### src/rtl/pmodclp_bus_sequencer.sv
// Purpose: round-robin arbiter for two byte requesters plus HD44780 write timing (setup, E pulse, hold, exec wait) for the PmodCLP LCD.
// Latency: byte captured on the ready edge; E rises T_SETUP_CYC+1 cycles after the handshake cycle; next accept T_SETUP+T_EPW+T_HOLD+T_wait+1 cycles later.
// Backpressure: reqN_ready is raised only in IDLE and only for the arbitration winner; macro LCD_INIT_EN adds power-up wait and init sequence.
module pmodclp_bus_sequencer #(
  parameter int T_SETUP_CYC   = 4,
  parameter int T_EPW_CYC     = 25,
  parameter int T_HOLD_CYC    = 2,
  parameter int T_EXEC_CYC    = 4000,
  parameter int T_CLEAR_CYC   = 164000,
  parameter int T_POWERUP_CYC = 2000000
) (
  input  logic       sysclk,
  input  logic       sysreset_n,
  input  logic       req0_valid,
  input  logic       req0_rs,
  input  logic [7:0] req0_data,
  output logic       req0_ready,
  input  logic       req1_valid,
  input  logic       req1_rs,
  input  logic [7:0] req1_data,
  output logic       req1_ready,
  output logic       grant_id,
  output logic       busy,
  output logic [7:0] lcd_d,
  output logic       lcd_rs,
  output logic       lcd_rw,
  output logic       lcd_e
);

  typedef enum logic [2:0] {
    S_IDLE, S_SETUP, S_EPW, S_HOLD, S_EXEC, S_PWRUP
  } state_t;

  // Every timing value must fit the 21-bit down-counter; a misconfigured
  // instance parks in IDLE instead of strobing the LCD with wrong timing.
  localparam int CNT_LIM = 1 << 21;
  localparam bit PARAMS_OK =
    (T_SETUP_CYC   >= 1) && (T_SETUP_CYC   < CNT_LIM) &&
    (T_EPW_CYC     >= 1) && (T_EPW_CYC     < CNT_LIM) &&
    (T_HOLD_CYC    >= 1) && (T_HOLD_CYC    < CNT_LIM) &&
    (T_EXEC_CYC    >= 1) && (T_EXEC_CYC    < CNT_LIM) &&
    (T_CLEAR_CYC   >= 1) && (T_CLEAR_CYC   < CNT_LIM) &&
    (T_POWERUP_CYC >= 1) && (T_POWERUP_CYC < CNT_LIM);

  localparam logic [20:0] LD_SETUP = 21'(T_SETUP_CYC - 1);
  localparam logic [20:0] LD_EPW   = 21'(T_EPW_CYC - 1);
  localparam logic [20:0] LD_HOLD  = 21'(T_HOLD_CYC - 1);
  localparam logic [20:0] LD_EXEC  = 21'(T_EXEC_CYC - 1);
  localparam logic [20:0] LD_CLEAR = 21'(T_CLEAR_CYC - 1);

`ifdef LCD_INIT_EN
  localparam state_t      RST_STATE = S_PWRUP;
  localparam logic [20:0] RST_CNT   = 21'(T_POWERUP_CYC - 1);
  localparam logic        RST_BUSY  = 1'b1;

  // Function set 8-bit/2-line, display on, clear, entry mode increment.
  function automatic logic [7:0] init_byte(input logic [1:0] idx);
    case (idx)
      2'd0:    init_byte = 8'h38;
      2'd1:    init_byte = 8'h0C;
      2'd2:    init_byte = 8'h01;
      default: init_byte = 8'h06;
    endcase
  endfunction

  logic [1:0] init_idx, init_idx_nx;
  logic       init_act, init_act_nx;
`else
  localparam state_t      RST_STATE = S_IDLE;
  localparam logic [20:0] RST_CNT   = 21'd0;
  localparam logic        RST_BUSY  = 1'b0;
`endif

  state_t      state, state_nx;
  logic [20:0] cnt, cnt_nx;
  logic        last_grant;
  logic        take, take_id;
  logic        load, load_rs;
  logic [7:0]  load_d;
  logic        is_clear;

  // Clear (0x01) and return-home (0x02/0x03) instructions need the long wait.
  assign is_clear = !lcd_rs && (lcd_d[7:2] == 6'd0) && (lcd_d[1:0] != 2'd0);
  assign lcd_rw   = 1'b0;

  // Next-state, counter reload, arbitration and ready decode.
  always_comb begin
    state_nx   = state;
    cnt_nx     = (cnt != 21'd0) ? cnt - 21'd1 : cnt;
    req0_ready = 1'b0;
    req1_ready = 1'b0;
    take       = 1'b0;
    take_id    = 1'b0;
    load       = 1'b0;
    load_d     = lcd_d;
    load_rs    = lcd_rs;
`ifdef LCD_INIT_EN
    init_idx_nx = init_idx;
    init_act_nx = init_act;
`endif
    case (state)
      S_IDLE: begin
        // last_grant=1 means requester 1 was served last, so requester 0 wins a tie.
        if (PARAMS_OK && req0_valid && (!req1_valid || last_grant)) begin
          req0_ready = 1'b1;
          take       = 1'b1;
          take_id    = 1'b0;
          load_d     = req0_data;
          load_rs    = req0_rs;
        end else if (PARAMS_OK && req1_valid) begin
          req1_ready = 1'b1;
          take       = 1'b1;
          take_id    = 1'b1;
          load_d     = req1_data;
          load_rs    = req1_rs;
        end
        if (take) begin
          load     = 1'b1;
          state_nx = S_SETUP;
          cnt_nx   = LD_SETUP;
        end
      end
      S_SETUP: if (cnt == 21'd0) begin
        state_nx = S_EPW;
        cnt_nx   = LD_EPW;
      end
      S_EPW: if (cnt == 21'd0) begin
        state_nx = S_HOLD;
        cnt_nx   = LD_HOLD;
      end
      S_HOLD: if (cnt == 21'd0) begin
        state_nx = S_EXEC;
        cnt_nx   = is_clear ? LD_CLEAR : LD_EXEC;
      end
      S_EXEC: if (cnt == 21'd0) begin
`ifdef LCD_INIT_EN
        if (init_act && (init_idx != 2'd3)) begin
          init_idx_nx = init_idx + 2'd1;
          state_nx    = S_SETUP;
          cnt_nx      = LD_SETUP;
          load        = 1'b1;
          load_d      = init_byte(init_idx + 2'd1);
          load_rs     = 1'b0;
        end else begin
          state_nx    = S_IDLE;
          init_act_nx = 1'b0;
        end
`else
        state_nx = S_IDLE;
`endif
      end
`ifdef LCD_INIT_EN
      S_PWRUP: if (cnt == 21'd0) begin
        state_nx    = S_SETUP;
        cnt_nx      = LD_SETUP;
        load        = 1'b1;
        load_d      = init_byte(2'd0);
        load_rs     = 1'b0;
        init_act_nx = 1'b1;
        init_idx_nx = 2'd0;
      end
`endif
      default: state_nx = S_IDLE;
    endcase
  end

  // State, counter and round-robin pointer registers.
  always_ff @(posedge sysclk or negedge sysreset_n) begin
    if (!sysreset_n) begin
      state      <= RST_STATE;
      cnt        <= RST_CNT;
      last_grant <= 1'b1;
`ifdef LCD_INIT_EN
      init_idx   <= 2'd0;
      init_act   <= 1'b0;
`endif
    end else begin
      state      <= state_nx;
      cnt        <= cnt_nx;
      if (take) last_grant <= take_id;
`ifdef LCD_INIT_EN
      init_idx   <= init_idx_nx;
      init_act   <= init_act_nx;
`endif
    end
  end

  // Registered bus outputs follow the next state so they change on the same edge as the state.
  always_ff @(posedge sysclk or negedge sysreset_n) begin
    if (!sysreset_n) begin
      lcd_d    <= 8'd0;
      lcd_rs   <= 1'b0;
      lcd_e    <= 1'b0;
      grant_id <= 1'b0;
      busy     <= RST_BUSY;
    end else begin
      lcd_e <= (state_nx == S_EPW);
      busy  <= (state_nx != S_IDLE);
      if (load) begin
        lcd_d  <= load_d;
        lcd_rs <= load_rs;
      end
      if (take) grant_id <= take_id;
    end
  end

endmodule

### config.mk
export PLATFORM = sky130hd
export DESIGN_NAME = pmodclp_bus_sequencer
export DESIGN_NICKNAME = d
export VERILOG_FILES = /design/src/rtl/pmodclp_bus_sequencer.sv
export SDC_FILE = /design/constraint.sdc
export NUM_CORES = 1
export LEC_CHECK = 0
export CORE_ASPECT_RATIO = 1.1
export CORE_MARGIN = 2
export CORE_UTILIZATION = 52
export CTS_CLUSTER_DIAMETER = 200
export CTS_CLUSTER_SIZE = 12
export DETAILED_ROUTE_END_ITERATION = 10
export PLACE_DENSITY = 0.89
export SLEW_MARGIN = 0
export SYNTH_ARGS = -nofsm -noshare
export SYNTH_HDL_FRONTEND = slang
export SYNTH_SLANG_ARGS = --single-unit
### constraint.sdc
create_clock -name sysclk -period 2.5 [get_ports sysclk]
set_input_delay 0.5 -clock sysclk [delete_from_list [all_inputs] [get_ports sysclk]]
set_output_delay 0.5 -clock sysclk [all_outputs]
set_load 0.03 [all_outputs]
==> results of run 1 <==
==> worst register-to-register path, stage by stage (launching register included) <==
cell      delay, ns
dfrtp_1        0.41
or4_4          0.58
or3_4          0.48
nor2_4         0.12
inv_2          0.08
ha_1           0.18
mux2_2         0.26
o221ai_1       0.18
==> metrics by stage <==
step | power (µW) | setup WS, ns | hold slack [ns] | instance area, µm² | util, %
after floorplan | 627 | 0.153 | 0.204 | 2080 | -
after global placement | 671 | 0.120 | 0.460 | 2520 | 64.5
after detailed placement | 673 | 0.0281 | 0.500 | 2520 | 64.5
after CTS | 1210 | 0.00254 | 0.312 | 2640 | 67.6
after global routing | 1250 | 0.0320 | 0.352 | 2640 | 67.7
final | 1200 | 0.118 | 0.287 | 2640 | 67.7
==> power by group <==
group / switching [µW] / internal (µW)
registers: 0 / 598
clock network: 220 / 324
logic: 25.7 / 36.2
total: 246 / 959
==> final cells by class <==
| cell class | count | area [µm²] |
|---|---|---|
| multi-input combinational | 165 | 1080 |
| clock inverter | 2 | 37.5 |
| inverter | 8 | 30.0 |
| clock buffer | 6 | 82.6 |
| sequential | 37 | 927 |
| fill | 283 | 1260 |
| timing repair buffer | 46 | 423 |
| tap | 52 | 65.1 |
==> how the worst min path moves through the flow <==
stage | start | to | cells after the start
floorplan | sysreset_n | busy | 0
global placement | grant_id | grant_id | 1
detailed placement | lcd_d[2] | lcd_d[2] | 2
CTS | sysreset_n | lcd_d[0] | 1
global route | sysreset_n | lcd_d[3] | 1
finish | sysreset_n | cnt[7] | 1
==> flip-flops by register name, indices dropped and copies added (netlist names) <==
register    flops
busy            1
cnt            21
grant_id        1
last_grant      1
lcd_d           8
lcd_e           1
lcd_rs          1
state           3
==> repair_timing <==
item / 4_1_cts / 5_1_grt
resized for setup: 0 / 1
setup endpoints to repair: 0 / 7
hold buffers: 0 / 0
buffers inserted: 0 / 0
==> layout by cell type, fill, tap and decap left out, types with 3 or more instances in the layout <==
cell type / n
clkdlybuf4s50_1: 32
xnor2_1: 11
nand3_1: 10
dfrtp_1: 36
buf_4: 13
o211ai_1: 3
nor3_1: 10
mux2i_1: 11
nor4_1: 7
o21ai_0: 21
inv_1: 7
ha_1: 4
or2_2: 4
clkbuf_8: 6
a31oi_1: 3
nand2_1: 15
nor2_1: 25
a21oi_1: 3
==> metal layers <==
metal / GRT usage, % / up-vias / share of wire [%]
met4: 10.9 / 0 / 2.8
met1: 28.3 / 883 / 42
li1: - / 866 / -
met2: 37.6 / 64 / 50
met5: 0 / - / 0
met3: 5.15 / 16 / 5.8
==> cells by family (layout without fill, tap and decap cells) <==
group | after synthesis | in the layout | synth area share [%]
XOR/XNOR | 13 | 13 | 5.46
AND/OR/NAND/NOR | 88 | 88 | 22.6
flip-flops | 37 | 37 | 44.5
multiplexers | 12 | 12 | 5.82
AO/OA/AOI/OAI | 47 | 47 | 15.1
buffers and inverters | 18 | 62 | 4.02
adder cells (fa/ha/maj) | 4 | 4 | 2.40
other | 1 | 1 | 0.180
==> results.tsv, run 1 <==
stage	metric	value	unit
layout	drive_above_1_share	14.0	%
floorplan	die_x	64.4	µm
sta	worst_pin_slew	0.792	ns
clock_tree	cts_tree	built	
worst_setup_path	crit_path_end_kind	flip-flop	
clock_tree	htree_num_levels	2	
worst_setup_path	cp_cell_sequence	or4_4, or3_4, nor2_4, inv_2, ha_1, mux2_2, o221ai_1	
synthesis	synthCells	220	
route	drtIter0Drc	84	
worst_setup_path	crit_cells	7	
status	outcome	finished clean	
sta	fin_crit	2.38	ns
clock_tree	clock_sinks	37	
synthesis	ys_async_sr_fraction	100	%
clock_tree	worstSkewPairLatency	0.30	ns
route	final_antenna_net_count	0	
global_routing	grt_pass1_wl	8070	µm
route	vias	1829	
power	powerDensity	456	nW/µm²
worst_setup_path	r2r-end	cnt[0]	
route	drt_pre_antenna_iters	4	
worst_setup_path	r2r_cells	7	
route	wl_per_cell	14.8	µm
placement	gp_congestion	0.906	
global_routing	grt-ovfl-total	0	
worst_setup_path	cp-startpoint	cnt[15]	
clock_tree	clkTransAtPathRegs	0.08	ns
synthesis	syn_avg_cell_area	9.47	µm²
worst_setup_path	crit-reg2reg-launch	cnt[15]	
floorplan	start_util	53.4	%
worst_setup_path	cp.arrival	2.59	ns
placement	dp.cells	308	
synthesis	synth.most_common_cell	dfrtp_1	
power	leakagePower	0.00116	µW
synthesis	synth-seq-area-share	44.5	%
worst_setup_path	criticalPathCategory	reg -> reg	
layout	area_growth	26.8	%
floorplan	rows	24	
worst_setup_path	crit_fanout	8	
clock_tree	cts_buffer_depth	2	
worst_setup_path	worstSetupEndpoint	cnt[0]	
floorplan	io_pins	37	
sta	period_share	95.3	%
global_routing	grt_pass1_vias	1848	
power	irDropWorstVdd	0.435	mV
synthesis	yosys.area.top_type	dfrtp_1	
sta	timing_hold_violations_final	0	
min_path	hold_class	in -> async	
sta	setup_viol	0	
placement	hpwlAfterDp	3430	µm
worst_setup_path	cp_slowest_stage_delay	0.58	ns
global_routing	antenna_found_initial	0	
global_routing	grt_use_total	22.9	%
sta	drv_slew	0	
synthesis	yosys_warnings	0	
worst_setup_path	critPathTopFamily	simple AND/OR/NAND/NOR gates	
worst_setup_path	ff2ff_setup_slack	0.12	ns
synthesis	ys.flop_type	dfrtp_1	
floorplan	die_area	4530	µm²
worst_setup_path	worstPathRequired	2.71	ns
synthesis	yosys_register_bits	37	
route	totalWireLength	4690	µm
worst_setup_path	start_kind	flip-flop	
layout	antenna_cells	0	
clock_tree	numCtsBuffers	5	
sta	rsz0062_at_grt	no	
global_routing	grt_max_degree	38	
route	drc_errors	0	
layout	nets	289	
sta	fmax	0.420	GHz
sta	fin_worst_skew	0.00932	ns
synthesis	synth_area	2080	µm²
worst_setup_path	slowest_stage	or4_4	
synthesis	netlist.area_leader.share	43.2	%
sta	final.setup.tns	0	ns
flow_run	drv_cap	0	
worst_setup_path	crit_buf_inv	1	
sta	slew_headroom	47.2	%
synthesis	synth_commonest_cells	36 x dfrtp_1, 25 x nor2_1, 22 x o21ai_0	
synthesis	synth.area.top_cells	dfrtp_1 43%, mux2i_1 5.3%, o21ai_0 5.3%	
floorplan	die_h	70.4	µm
synthesis	synth_edf_count	0	
floorplan	coreArea	3900	µm²
route	viasPerCell	5.79	
synthesis	synth_nets	246	
clock_tree	root_buffer	clkbuf_8	
synthesis	synthDistinctLibCells	53	
placement	io_buffers	35	
layout	fin_cells	316	
(Power assumes the default switching activity.)
==> run 2, diff against run 1 <==
- CORE_UTILIZATION: 52 -> 56
- PLACE_DENSITY: 0.89 -> 0.94
- clock period: 2.5 -> 3 ns (I/O delays scaled with it)
==> run 2 against run 1 <==
Via count shrank 4.2%. First-iteration DRC count up 4.8%. Setup slack improved by 0.17 ns. Combinational power shrank 17%. Sequential share of layout area is 1.3 points higher. Non-clock buffer count fell by 7. Sequential power is 17% lower. Global-route usage grew 0.32 points. Total power down 25%. Die area decreased by 6.7%. Critical path depth fell by 2. Count of clock-buffer cells in the layout increased by 1. Critical path type is now in -> out. Highest routed layer unchanged.
==> results.tsv, run 2 (same netlist as run 1, synthesis figures left out) <==
stage	metric	value	unit
floorplan	die_area	4230	µm²
worst_setup_path	cp.arrival	2.11	ns
sta	rsz0062_at_grt	no	
status	outcome	finished clean	
global_routing	grt_pass1_vias	1799	
clock_tree	cts_tree	built	
layout	largest_register	cnt	
route	vias	1752	
layout	largest_reg_flops	21	
sta	slew_headroom	44.7	%
placement	io_buffers	35	
worst_setup_path	worstPathRequired	2.40	ns
power	leakagePower	0.00111	µW
layout	drive_above_1_share	10.2	%
placement	hpwlAfterDp	3350	µm
clock_tree	cts_buffer_depth	2	
clock_tree	root_buffer	clkbuf_8	
clock_tree	cts_setup_buffers	0	
route	top_layer	met4	
route	wl_met1	1850	µm
clock_tree	numCtsBuffers	5	
worst_setup_path	crit_path_end_kind	primary output	
clock_tree	cts_hold_buf	0	
worst_setup_path	cp_cell_sequence	clkdlybuf4s50_1, inv_1, o21ai_1, nor4_1, clkdlybuf4s50_1	
power	powerDensity	353	nW/µm²
worst_setup_path	criticalPathCategory	in -> out	
worst_setup_path	cpMostUsedCell	clkdlybuf4s50_1	
power	switching_share	21.1	%
floorplan	die_h	68.0	µm
clock_tree	ctsResizeCount	0	
layout	area_growth	22.4	%
layout	antenna_cells	0	
power	power_frac_seq	55.3	%
route	dr_wl_met2	2300	µm
power	switching_power	190	µW
worst_setup_path	start_kind	input port	
route	drc_errors	0	
power	p_int	711	µW
floorplan	die_x	62.2	µm
clock_tree	htree_num_levels	2	
worst_setup_path	cp_slowest_stage_delay	0.73	ns
power	irDropWorstVdd	0.237	mV
layout	top_regs	cnt x21, lcd_d x8, state x3	
clock_tree	worstSkewPairLatency	0.29	ns
power	p_clk_share	38.9	%
clock_tree	clock_sinks	37	
route	drtIter0Drc	88	
sta	worst_pin_slew	0.830	ns
power	design_power_total	901	µW
route	wl_per_cell	14.6	µm
floorplan	start_util	57.9	%
global_routing	grt_pass1_wl	7670	µm
min_path	hold_class	in -> async	
sta	fin_worst_skew	0.00498	ns
sta	timing_hold_violations_final	0	
worst_setup_path	critPathTopFamily	buffers and inverters	
sta	fin_crit	2.71	ns
route	viasPerCell	5.73	
layout	final_cell_mix	36 x dfrtp_1, 33 x clkdlybuf4s50_1, 25 x nor2_1	
route	totalWireLength	4460	µm
placement	gp_congestion	0.859	
layout	nets	282	
global_routing	antenna_found_initial	0	
clock_tree	clkTransAtPathRegs	0.07	ns
sta	period_share	90.2	%
floorplan	rows	23	
global_routing	grt_use_total	23.2	%
power	p_comb_share	5.7	%
worst_setup_path	crit_fanout	4	
sta	fmax	0.369	GHz
worst_setup_path	crit_buf_inv	3	
route	drt_pre_antenna_iters	4	
floorplan	coreArea	3600	µm²
flow_run	drv_cap	0	
sta	drv_slew	0	
global_routing	grt_max_degree	38	
route	wl_met3	247	µm
floorplan	io_pins	37	
layout	layout_commonest_cell	dfrtp_1	
global_routing	grt-ovfl-total	0	
sta	setup_viol	0	
worst_setup_path	slowest_stage	clkdlybuf4s50_1	
sta	final.setup.tns	0	ns
route	final_antenna_net_count	0	
-- run 2: cell count changes in the layout (fill, tap and decap cells not counted), sizes merged --
cell / delta
bufinv: -1
buf: -8
clkinvlp: -1
clkbuf: +1
clkdlybuf4s50: +1
-- run 2: power by group through the flow --
stage / combinational (µW) / sequential, µW / clock (µW)
6_report: 51.6 / 499 / 351
4_1_cts: 52.5 / 499 / 354
5_1_grt: 58.4 / 498 / 368
3_3_place_gp: 50.8 / 508 / 0
3_5_place_dp: 52.4 / 508 / 0
2_1_floorplan: 14.1 / 508 / 0
-- run 2: routing by layer --
metal	GRT usage, %	vias to the layer above
met2	45.1	54
met5	0	-
li1	-	857
met1	25.1	836
met4	10.6	0
met3	4.11	5
-- run 2: worst paths after layout --
check / from / end / slack [ns] / depth (start not counted)
min in group sysclk: grant_id / grant_id / 0.48 / 1
hold / removal: sysreset_n / cnt[3] / 0.40 / 1
hold reg to reg: grant_id / grant_id / 0.48 / 1
setup reg to reg: cnt[15] / cnt[0] / 0.42 / 7
setup / recovery: req1_valid / req0_ready / 0.29 / 5
max in group asynchronous: sysreset_n / cnt[0] / 2.06 / 1
-- run 2: layout make-up --
class,count,area [µm²]
clock buffer,7,86.3
fill,270,1040
inverter,8,30.0
multi-input combinational,165,1070
sequential,37,927
tap,50,62.6
timing repair buffer,39,373
-- run 2: per-stage QoR --
stage	cells	instance area, µm²	util [%]	setup slack, ns	hold WS (ns)
2_1_floorplan	220	2080	-	0.453	0.304
3_3_place_gp	299	2470	68.6	0.337	0.460
3_5_place_dp	299	2470	68.6	0.289	0.465
4_1_cts	306	2550	71.0	0.268	0.425
5_1_grt	306	2550	71.0	0.139	0.475
6_report	306	2550	71.0	0.293	0.402
